--- src/rtl/fb_stream_axi_writer_if.sv ---
// fb_stream_axi_writer_if: AXI4 write-only channel bundle (AW, W, B) between the framebuffer writer and memory
interface fb_stream_axi_writer_if #(
    parameter int DATA_WIDTH = 32,
    parameter int ADDR_WIDTH = 25,
    parameter int ID_WIDTH   = 8
);
    logic [ID_WIDTH-1:0]     awid;
    logic [ADDR_WIDTH-1:0]   awaddr;
    logic [7:0]              awlen;
    logic [2:0]              awsize;
    logic [1:0]              awburst;
    logic                    awlock;
    logic [3:0]              awcache;
    logic [2:0]              awprot;
    logic                    awvalid;
    logic                    awready;
    logic [DATA_WIDTH-1:0]   wdata;
    logic [DATA_WIDTH/8-1:0] wstrb;
    logic                    wlast;
    logic                    wvalid;
    logic                    wready;
    logic [ID_WIDTH-1:0]     bid;
    logic [1:0]              bresp;
    logic                    bvalid;
    logic                    bready;

    modport master (
        output awid, awaddr, awlen, awsize, awburst, awlock, awcache, awprot, awvalid,
        output wdata, wstrb, wlast, wvalid, bready,
        input  awready, wready, bid, bresp, bvalid
    );

    modport slave (
        input  awid, awaddr, awlen, awsize, awburst, awlock, awcache, awprot, awvalid,
        input  wdata, wstrb, wlast, wvalid, bready,
        output awready, wready, bid, bresp, bvalid
    );
endinterface

--- src/rtl/fb_stream_axi_writer.sv ---
// fb_stream_axi_writer: buffers framebuffer stream beats into bursts and writes them linearly via AXI4
module fb_stream_axi_writer #(
    parameter int                DATA_WIDTH = 32,
    parameter int                ADDR_WIDTH = 25,
    parameter int                ID_WIDTH   = 8,
    parameter int                BURST_LEN  = 16,
    parameter logic [ID_WIDTH-1:0] AXI_ID   = '0
) (
    input  logic                  aclk,
    input  logic                  resetn,
    input  logic [ADDR_WIDTH-1:0] frame_base,
    input  logic                  s_fb_axis_tvalid,
    output logic                  s_fb_axis_tready,
    input  logic                  s_fb_axis_tlast,
    input  logic [DATA_WIDTH-1:0] s_fb_axis_tdata,
    fb_stream_axi_writer_if.master m_axi,
    output logic                  frame_done,
    output logic                  write_error,
    output logic                  busy
);
    localparam int CW = $clog2(BURST_LEN + 1);
    localparam int IW = $clog2(BURST_LEN);
    localparam int SZ = $clog2(DATA_WIDTH / 8);

    typedef enum logic [1:0] {FILL, AW, W, B} state_t;

    state_t                state, state_nx;
    logic [DATA_WIDTH-1:0] mem [BURST_LEN];
    logic [ADDR_WIDTH-1:0] addr;
    logic [CW-1:0]         cnt, blen;
    logic                  last_seen, en, push, pop, b_hs;

    assign push = s_fb_axis_tvalid && s_fb_axis_tready;
    assign pop  = m_axi.wvalid && m_axi.wready;
    assign b_hs = m_axi.bvalid && m_axi.bready;

    assign m_axi.awid    = AXI_ID;
    assign m_axi.awaddr  = addr;
    assign m_axi.awlen   = 8'(cnt - CW'(1));
    assign m_axi.awsize  = 3'(SZ);
    assign m_axi.awburst = 2'b01;
    assign m_axi.awlock  = 1'b0;
    assign m_axi.awcache = 4'b0011;
    assign m_axi.awprot  = 3'b000;
    // cnt counts down while draining, so blen - cnt is the read index
    assign m_axi.wdata   = mem[IW'(blen - cnt)];
    assign m_axi.wstrb   = '1;
    assign m_axi.wlast   = cnt == CW'(1);

    always_ff @(posedge aclk or negedge resetn)
        if (!resetn) state <= FILL;
        else         state <= state_nx;

    always_comb begin
        state_nx         = state;
        s_fb_axis_tready = 1'b0;
        m_axi.awvalid    = 1'b0;
        m_axi.wvalid     = 1'b0;
        m_axi.bready     = 1'b0;
        case (state)
            FILL: begin
                s_fb_axis_tready = en && cnt < CW'(BURST_LEN) && !last_seen;
                if (cnt == CW'(BURST_LEN) || last_seen) state_nx = AW;
            end
            AW: begin
                m_axi.awvalid = 1'b1;
                if (m_axi.awready) state_nx = W;
            end
            W: begin
                m_axi.wvalid = cnt != '0;
                if (pop && m_axi.wlast) state_nx = B;
            end
            B: begin
                m_axi.bready = 1'b1;
                if (m_axi.bvalid) state_nx = FILL;
            end
        endcase
    end

    always_ff @(posedge aclk)
        if (push) mem[IW'(cnt)] <= s_fb_axis_tdata;

    // en keeps tready low while reset is held
    always_ff @(posedge aclk or negedge resetn)
        if (!resetn) begin
            addr        <= '0;
            cnt         <= '0;
            blen        <= '0;
            last_seen   <= 1'b0;
            busy        <= 1'b0;
            write_error <= 1'b0;
            frame_done  <= 1'b0;
            en          <= 1'b0;
        end else begin
            en         <= 1'b1;
            frame_done <= 1'b0;
            if (push) begin
                cnt <= cnt + CW'(1);
                if (!busy) begin
                    addr <= frame_base;
                    busy <= 1'b1;
                end
                if (s_fb_axis_tlast) last_seen <= 1'b1;
            end
            if (m_axi.awvalid && m_axi.awready) blen <= cnt;
            if (pop) cnt <= cnt - CW'(1);
            if (b_hs) begin
                write_error <= write_error || m_axi.bresp != 2'b00;
                addr        <= addr + (ADDR_WIDTH'(blen) << SZ);
                if (last_seen) begin
                    frame_done <= 1'b1;
                    busy       <= 1'b0;
                    last_seen  <= 1'b0;
                end
            end
        end
endmodule

--- src/flat_wrapper.sv ---
// flat-port wrapper written by rule: the top's interface ports become plain ports
module fb_stream_axi_writer_flat 
#(
    parameter int                DATA_WIDTH = 32,
    parameter int                ADDR_WIDTH = 25,
    parameter int                ID_WIDTH   = 8,
    parameter int                BURST_LEN  = 16,
    parameter logic [ID_WIDTH-1:0] AXI_ID   = '0
)
  (aclk, resetn, frame_base, s_fb_axis_tvalid, s_fb_axis_tready, s_fb_axis_tlast, s_fb_axis_tdata, frame_done, write_error, busy, m_axi_awid, m_axi_awaddr, m_axi_awlen, m_axi_awsize, m_axi_awburst, m_axi_awlock, m_axi_awcache, m_axi_awprot, m_axi_awvalid, m_axi_wdata, m_axi_wstrb, m_axi_wlast, m_axi_wvalid, m_axi_bready, m_axi_awready, m_axi_wready, m_axi_bid, m_axi_bresp, m_axi_bvalid);
  fb_stream_axi_writer_if #(.DATA_WIDTH(DATA_WIDTH), .ADDR_WIDTH(ADDR_WIDTH), .ID_WIDTH(ID_WIDTH)) m_axi_i ();
  input  logic aclk;
  input  logic resetn;
  input  logic [ADDR_WIDTH-1:0] frame_base;
  input  logic s_fb_axis_tvalid;
  output logic s_fb_axis_tready;
  input  logic s_fb_axis_tlast;
  input  logic [DATA_WIDTH-1:0] s_fb_axis_tdata;
  output logic frame_done;
  output logic write_error;
  output logic busy;
  output wire logic [$bits(m_axi_i.awid)-1:0] m_axi_awid;
  output wire logic [$bits(m_axi_i.awaddr)-1:0] m_axi_awaddr;
  output wire logic [$bits(m_axi_i.awlen)-1:0] m_axi_awlen;
  output wire logic [$bits(m_axi_i.awsize)-1:0] m_axi_awsize;
  output wire logic [$bits(m_axi_i.awburst)-1:0] m_axi_awburst;
  output wire logic [$bits(m_axi_i.awlock)-1:0] m_axi_awlock;
  output wire logic [$bits(m_axi_i.awcache)-1:0] m_axi_awcache;
  output wire logic [$bits(m_axi_i.awprot)-1:0] m_axi_awprot;
  output wire logic [$bits(m_axi_i.awvalid)-1:0] m_axi_awvalid;
  output wire logic [$bits(m_axi_i.wdata)-1:0] m_axi_wdata;
  output wire logic [$bits(m_axi_i.wstrb)-1:0] m_axi_wstrb;
  output wire logic [$bits(m_axi_i.wlast)-1:0] m_axi_wlast;
  output wire logic [$bits(m_axi_i.wvalid)-1:0] m_axi_wvalid;
  output wire logic [$bits(m_axi_i.bready)-1:0] m_axi_bready;
  input wire logic [$bits(m_axi_i.awready)-1:0] m_axi_awready;
  input wire logic [$bits(m_axi_i.wready)-1:0] m_axi_wready;
  input wire logic [$bits(m_axi_i.bid)-1:0] m_axi_bid;
  input wire logic [$bits(m_axi_i.bresp)-1:0] m_axi_bresp;
  input wire logic [$bits(m_axi_i.bvalid)-1:0] m_axi_bvalid;
  assign m_axi_awid = m_axi_i.awid;
  assign m_axi_awaddr = m_axi_i.awaddr;
  assign m_axi_awlen = m_axi_i.awlen;
  assign m_axi_awsize = m_axi_i.awsize;
  assign m_axi_awburst = m_axi_i.awburst;
  assign m_axi_awlock = m_axi_i.awlock;
  assign m_axi_awcache = m_axi_i.awcache;
  assign m_axi_awprot = m_axi_i.awprot;
  assign m_axi_awvalid = m_axi_i.awvalid;
  assign m_axi_wdata = m_axi_i.wdata;
  assign m_axi_wstrb = m_axi_i.wstrb;
  assign m_axi_wlast = m_axi_i.wlast;
  assign m_axi_wvalid = m_axi_i.wvalid;
  assign m_axi_bready = m_axi_i.bready;
  assign m_axi_i.awready = m_axi_awready;
  assign m_axi_i.wready = m_axi_wready;
  assign m_axi_i.bid = m_axi_bid;
  assign m_axi_i.bresp = m_axi_bresp;
  assign m_axi_i.bvalid = m_axi_bvalid;
  fb_stream_axi_writer #(.DATA_WIDTH(DATA_WIDTH), .ADDR_WIDTH(ADDR_WIDTH), .ID_WIDTH(ID_WIDTH), .BURST_LEN(BURST_LEN), .AXI_ID(AXI_ID)) u_core (.aclk(aclk), .resetn(resetn), .frame_base(frame_base), .s_fb_axis_tvalid(s_fb_axis_tvalid), .s_fb_axis_tready(s_fb_axis_tready), .s_fb_axis_tlast(s_fb_axis_tlast), .s_fb_axis_tdata(s_fb_axis_tdata), .m_axi(m_axi_i), .frame_done(frame_done), .write_error(write_error), .busy(busy));
endmodule
--- config.mk ---
export PLATFORM = sky130hd
export DESIGN_NAME = fb_stream_axi_writer_flat
export DESIGN_NICKNAME = d
export VERILOG_FILES = /design/src/rtl/fb_stream_axi_writer_if.sv /design/src/rtl/fb_stream_axi_writer.sv /design/src/flat_wrapper.sv
export SDC_FILE = /design/constraint.sdc
export NUM_CORES = 1
export LEC_CHECK = 0
export BUFFER_PORTS_ARGS = -buffer_cell sky130_fd_sc_hd__buf_2
export CORE_MARGIN = 5
export CORE_UTILIZATION = 55
export DETAILED_ROUTE_END_ITERATION = 8
export GPL_TIMING_DRIVEN = 0
export PLACE_DENSITY = 0.86
export RECOVER_POWER = 50
export SETUP_SLACK_MARGIN = 0.15
export SLEW_MARGIN = 20
export SYNTH_ARGS = -nofsm -noshare
export SYNTH_HDL_FRONTEND = slang
export SYNTH_SLANG_ARGS = --single-unit
--- constraint.sdc ---
create_clock -name aclk -period 4.9 [get_ports aclk]
set_input_delay 0.245 -clock aclk [delete_from_list [all_inputs] [get_ports aclk]]
set_output_delay 0.245 -clock aclk [all_outputs]
set_load 0.05 [all_outputs]
==> results.txt <==
Number of global-route vias before repair -> 12930
Worst path slowest cell -> xnor2_1
Antenna Violating Nets Remaining -> 0
Slowest stage delay, CP -> 0.78 ns
Worst Path Arrival -> 4.21 ns
Fmax -> 0.2245 GHz
Clock-pin slew on the worst setup and hold paths -> 0.06 ns
CTS tree -> done
WL per Instance -> 27.64 µm
Synth cell types -> 68
Max-Cap Viols -> 1
Routed vias/inst -> 6.273
Area grow syn2layout -> 17.71%
First-pass DRT Iterations -> 5
Asr flop ratio synth -> 0.07581
Cells on worst reg2reg path -> 10
Total number of vias -> 12380
CP dominant cell by count -> buf_2
Ports -> 172
Gr usage total -> 0.2453
Die area -> 45030 µm²
Clock Sinks -> 554
Placed inst area -> 24450 µm²
Total Neg Setup Slack -> 0 ns
Layout cells sized above 1 -> 0.2838
Violated checks -> capacitance limit, slew limit
Number of synthesized flops with an enable pin -> 512
Slew headroom -> -0.5733
Mapped cell area -> 22490 µm²
Shortest period the worst path allows -> 4.454 ns
Final hold vios -> 0
DRT Wirelength -> 54.54 mm
Unrepaired setup endpoints after global routing -> no
Synth Register Bits -> 554
RD Place Congestion -> 0.8925
Setup WS pre-CTS -> 1.153 ns
Worst-Margin Slew -> 2.360 ns
Maximum fanout along the worst path -> 10
Pin count of the biggest net entering global routing -> 43
GR Overflow Total -> 0
CP Class -> reg2out
CTS Buf Count -> 54
Hpwl dp -> 32.61 mm
Deepest clock path buffer count -> 3
Die X -> 212.2 µm
Hold WC Path Type -> in2reg
Seq/Total Area, Yosys -> 0.7305
Clk Latency, worst-skew pair -> 0.62 ns
Crit path required time -> 4.66 ns
Initial core utilization -> 0.5532
PortBufs -> 138
Post-cts gate resize count -> 0
Initial antenna violation count -> 1
Core Region -> 40650 µm²
Synth Warn # -> 0
Average size of a mapped cell -> 20.19 µm²
Root buf cell -> clkbuf_16
H-tree depth -> 2
Syn Inst Count -> 1114
Diode count -> 0
Setup Buffers After CTS -> 0
DRC -> 0
Slew Limit Fails -> 43
Status -> complete, but fails checks
Setup slack after layout -> 0.4459 ns
Post-route cell area -> 26470 µm²
Hold_ws -> 0.02009 ns
Final setup viols -> 0
Die Height -> 212.2 µm
DR iter-0 viols -> 1613
Std-Cell Rows -> 74
Critical Path Source Type -> register
Hold path depth -> 3
Fin crit share -> 0.9090
Critical Path, Cell by Cell -> clkbuf_1 > inv_1 > ha_1 > a21oi_1 > xnor2_1 > buf_2 > mux2i_1 > buf_2
Primary FF master, synth -> edfxtp_1
Nets@finish -> 1497
First-pass GRT wire length -> 81.74 mm
Critical path endpoint category -> primary output
Layout Skew -> 0.03823 ns
cells in the mapped netlist, drive strengths merged (2+ instances only):
library cell / instances / area (µm²)
inv: 13 / 48.80
nor3: 10 / 55.05
a221o: 3 / 30.03
nor2: 36 / 142.6
o2111ai: 2 / 17.52
a31oi: 6 / 37.54
mux2: 6 / 67.56
nand2b: 3 / 18.77
conb: 2 / 7.510
o211ai: 4 / 30.03
mux2i: 97 / 970.9
xnor2: 9 / 86.34
a21o: 4 / 30.03
edfxtp: 512 / 15370
xor2: 5 / 43.79
dfrtp: 42 / 1051
and2: 4 / 26.28
o21ai: 13 / 65.06
fa: 2 / 40.04
o22ai: 4 / 31.28
a21oi: 17 / 96.35
nand2: 41 / 161.4
nor2b: 3 / 18.77
o221a: 2 / 22.52
and3: 5 / 32.53
ha: 18 / 225.2
a311oi: 3 / 26.28
a22oi: 2 / 15.01
clkbuf: 10 / 37.54
mux4: 128 / 2883
nand4: 4 / 46.29
and4: 4 / 40.04
nand3: 11 / 65.06
a211oi: 8 / 65.06
buf: 66 / 415.4
per-stage QoR:
stage                       util  std cells
final                     0.6512       1973
after global placement    0.5888       1808
after global routing      0.6512       1973
after CTS                 0.6532       1973
after detailed placement  0.6015       1836
after floorplan                -       1138
worst max-delay path, delay by kind of cell (launching register included):
| kind | cells | cell delay [ns] |
|---|---|---|
| xor+xnor | 1 | 0.78 |
| flops | 1 | 0.39 |
| mux | 1 | 0.36 |
| fa+ha+maj | 1 | 0.42 |
| compound gates | 1 | 0.10 |
| buf+inv | 4 | 1.58 |
cell usage in the layout (no fill, tap or decap), drive strengths merged, types with 10 or more instances in the layout:
cell type / Yosys / final
nor2: 36 / 36
nand2: 41 / 41
a21oi: 17 / 17
inv: 13 / 13
nand3: 11 / 11
buf: 66 / 169
dlygate4sd3: 0 / 43
mux2i: 97 / 97
clkinv: 0 / 25
o21ai: 13 / 13
clkbuf: 10 / 137
dfrtp: 42 / 42
nor3: 10 / 10
conb: 2 / 26
mux4: 128 / 128
edfxtp: 512 / 512
ha: 18 / 18
timing repair:
action,in CTS,in global routing
hold endpoints to repair,249,0
setup endpoints to repair,0,0
hold buffers,43,0
cell families (layout without fill, tap and decap cells):
| logic type | count (synthesis) | in the layout | synth area share |
|---|---|---|---|
| simple gates | 126 | 126 | 0.02955 |
| fa+ha+maj | 20 | 20 | 0.01180 |
| mux | 231 | 231 | 0.1744 |
| buf+inv | 89 | 392 | 0.02231 |
| other cells | 2 | 26 | 0.0003340 |
| flops | 554 | 554 | 0.7305 |
| xor+xnor | 14 | 14 | 0.005787 |
| compound gates | 78 | 78 | 0.02537 |
layout make-up:
cell class	instances	area (µm²)
tap	532	665.6
inverter	13	48.80
multi-input combinational	495	5759
clock buffer	64	1389
fill	2573	14180
clock inverter	30	284.0
sequential	554	16430
timing repair buffer	209	1450
buffer	76	445.4
state kept, by name, summed over array words and instances (netlist names):
register and count:
u_core.blen 5, u_core.busy 1, u_core.cnt 5, u_core.en 1
u_core.frame_done 1, u_core.last_seen 1, u_core.m_axi.awaddr 25, u_core.mem 512
u_core.state 2, u_core.write_error 1
final timing paths:
kind | from | to | slack, ns
setup reg to reg | u_core.state[0] | u_core.mem[2][12] | 1.34
setup / recovery | u_core.cnt[2] | m_axi_wdata[16] | 0.45
hold reg to reg | u_core.write_error | u_core.write_error | 0.48
hold / removal | frame_base[11] | u_core.m_axi.awaddr[11] | 0.02
max in group asynchronous | resetn | u_core.cnt[2] | 2.63
min in group asynchronous | resetn | u_core.m_axi.awaddr[16] | 0.92
metal layers:
| layer | part of all wire | track usage | wire, µm |
|---|---|---|---|
| met1 | 0.37 | 0.3277 | 20160 |
| met2 | 0.51 | 0.4154 | 28010 |
| met3 | 0.079 | 0.03984 | 4288 |
| met4 | 0.038 | 0.08907 | 2067 |
| met5 | 0.00013 | 0 | 7 |
Power is not shown: default switching activity piles up to over one toggle a cycle in this logic, so the estimate is an artifact.
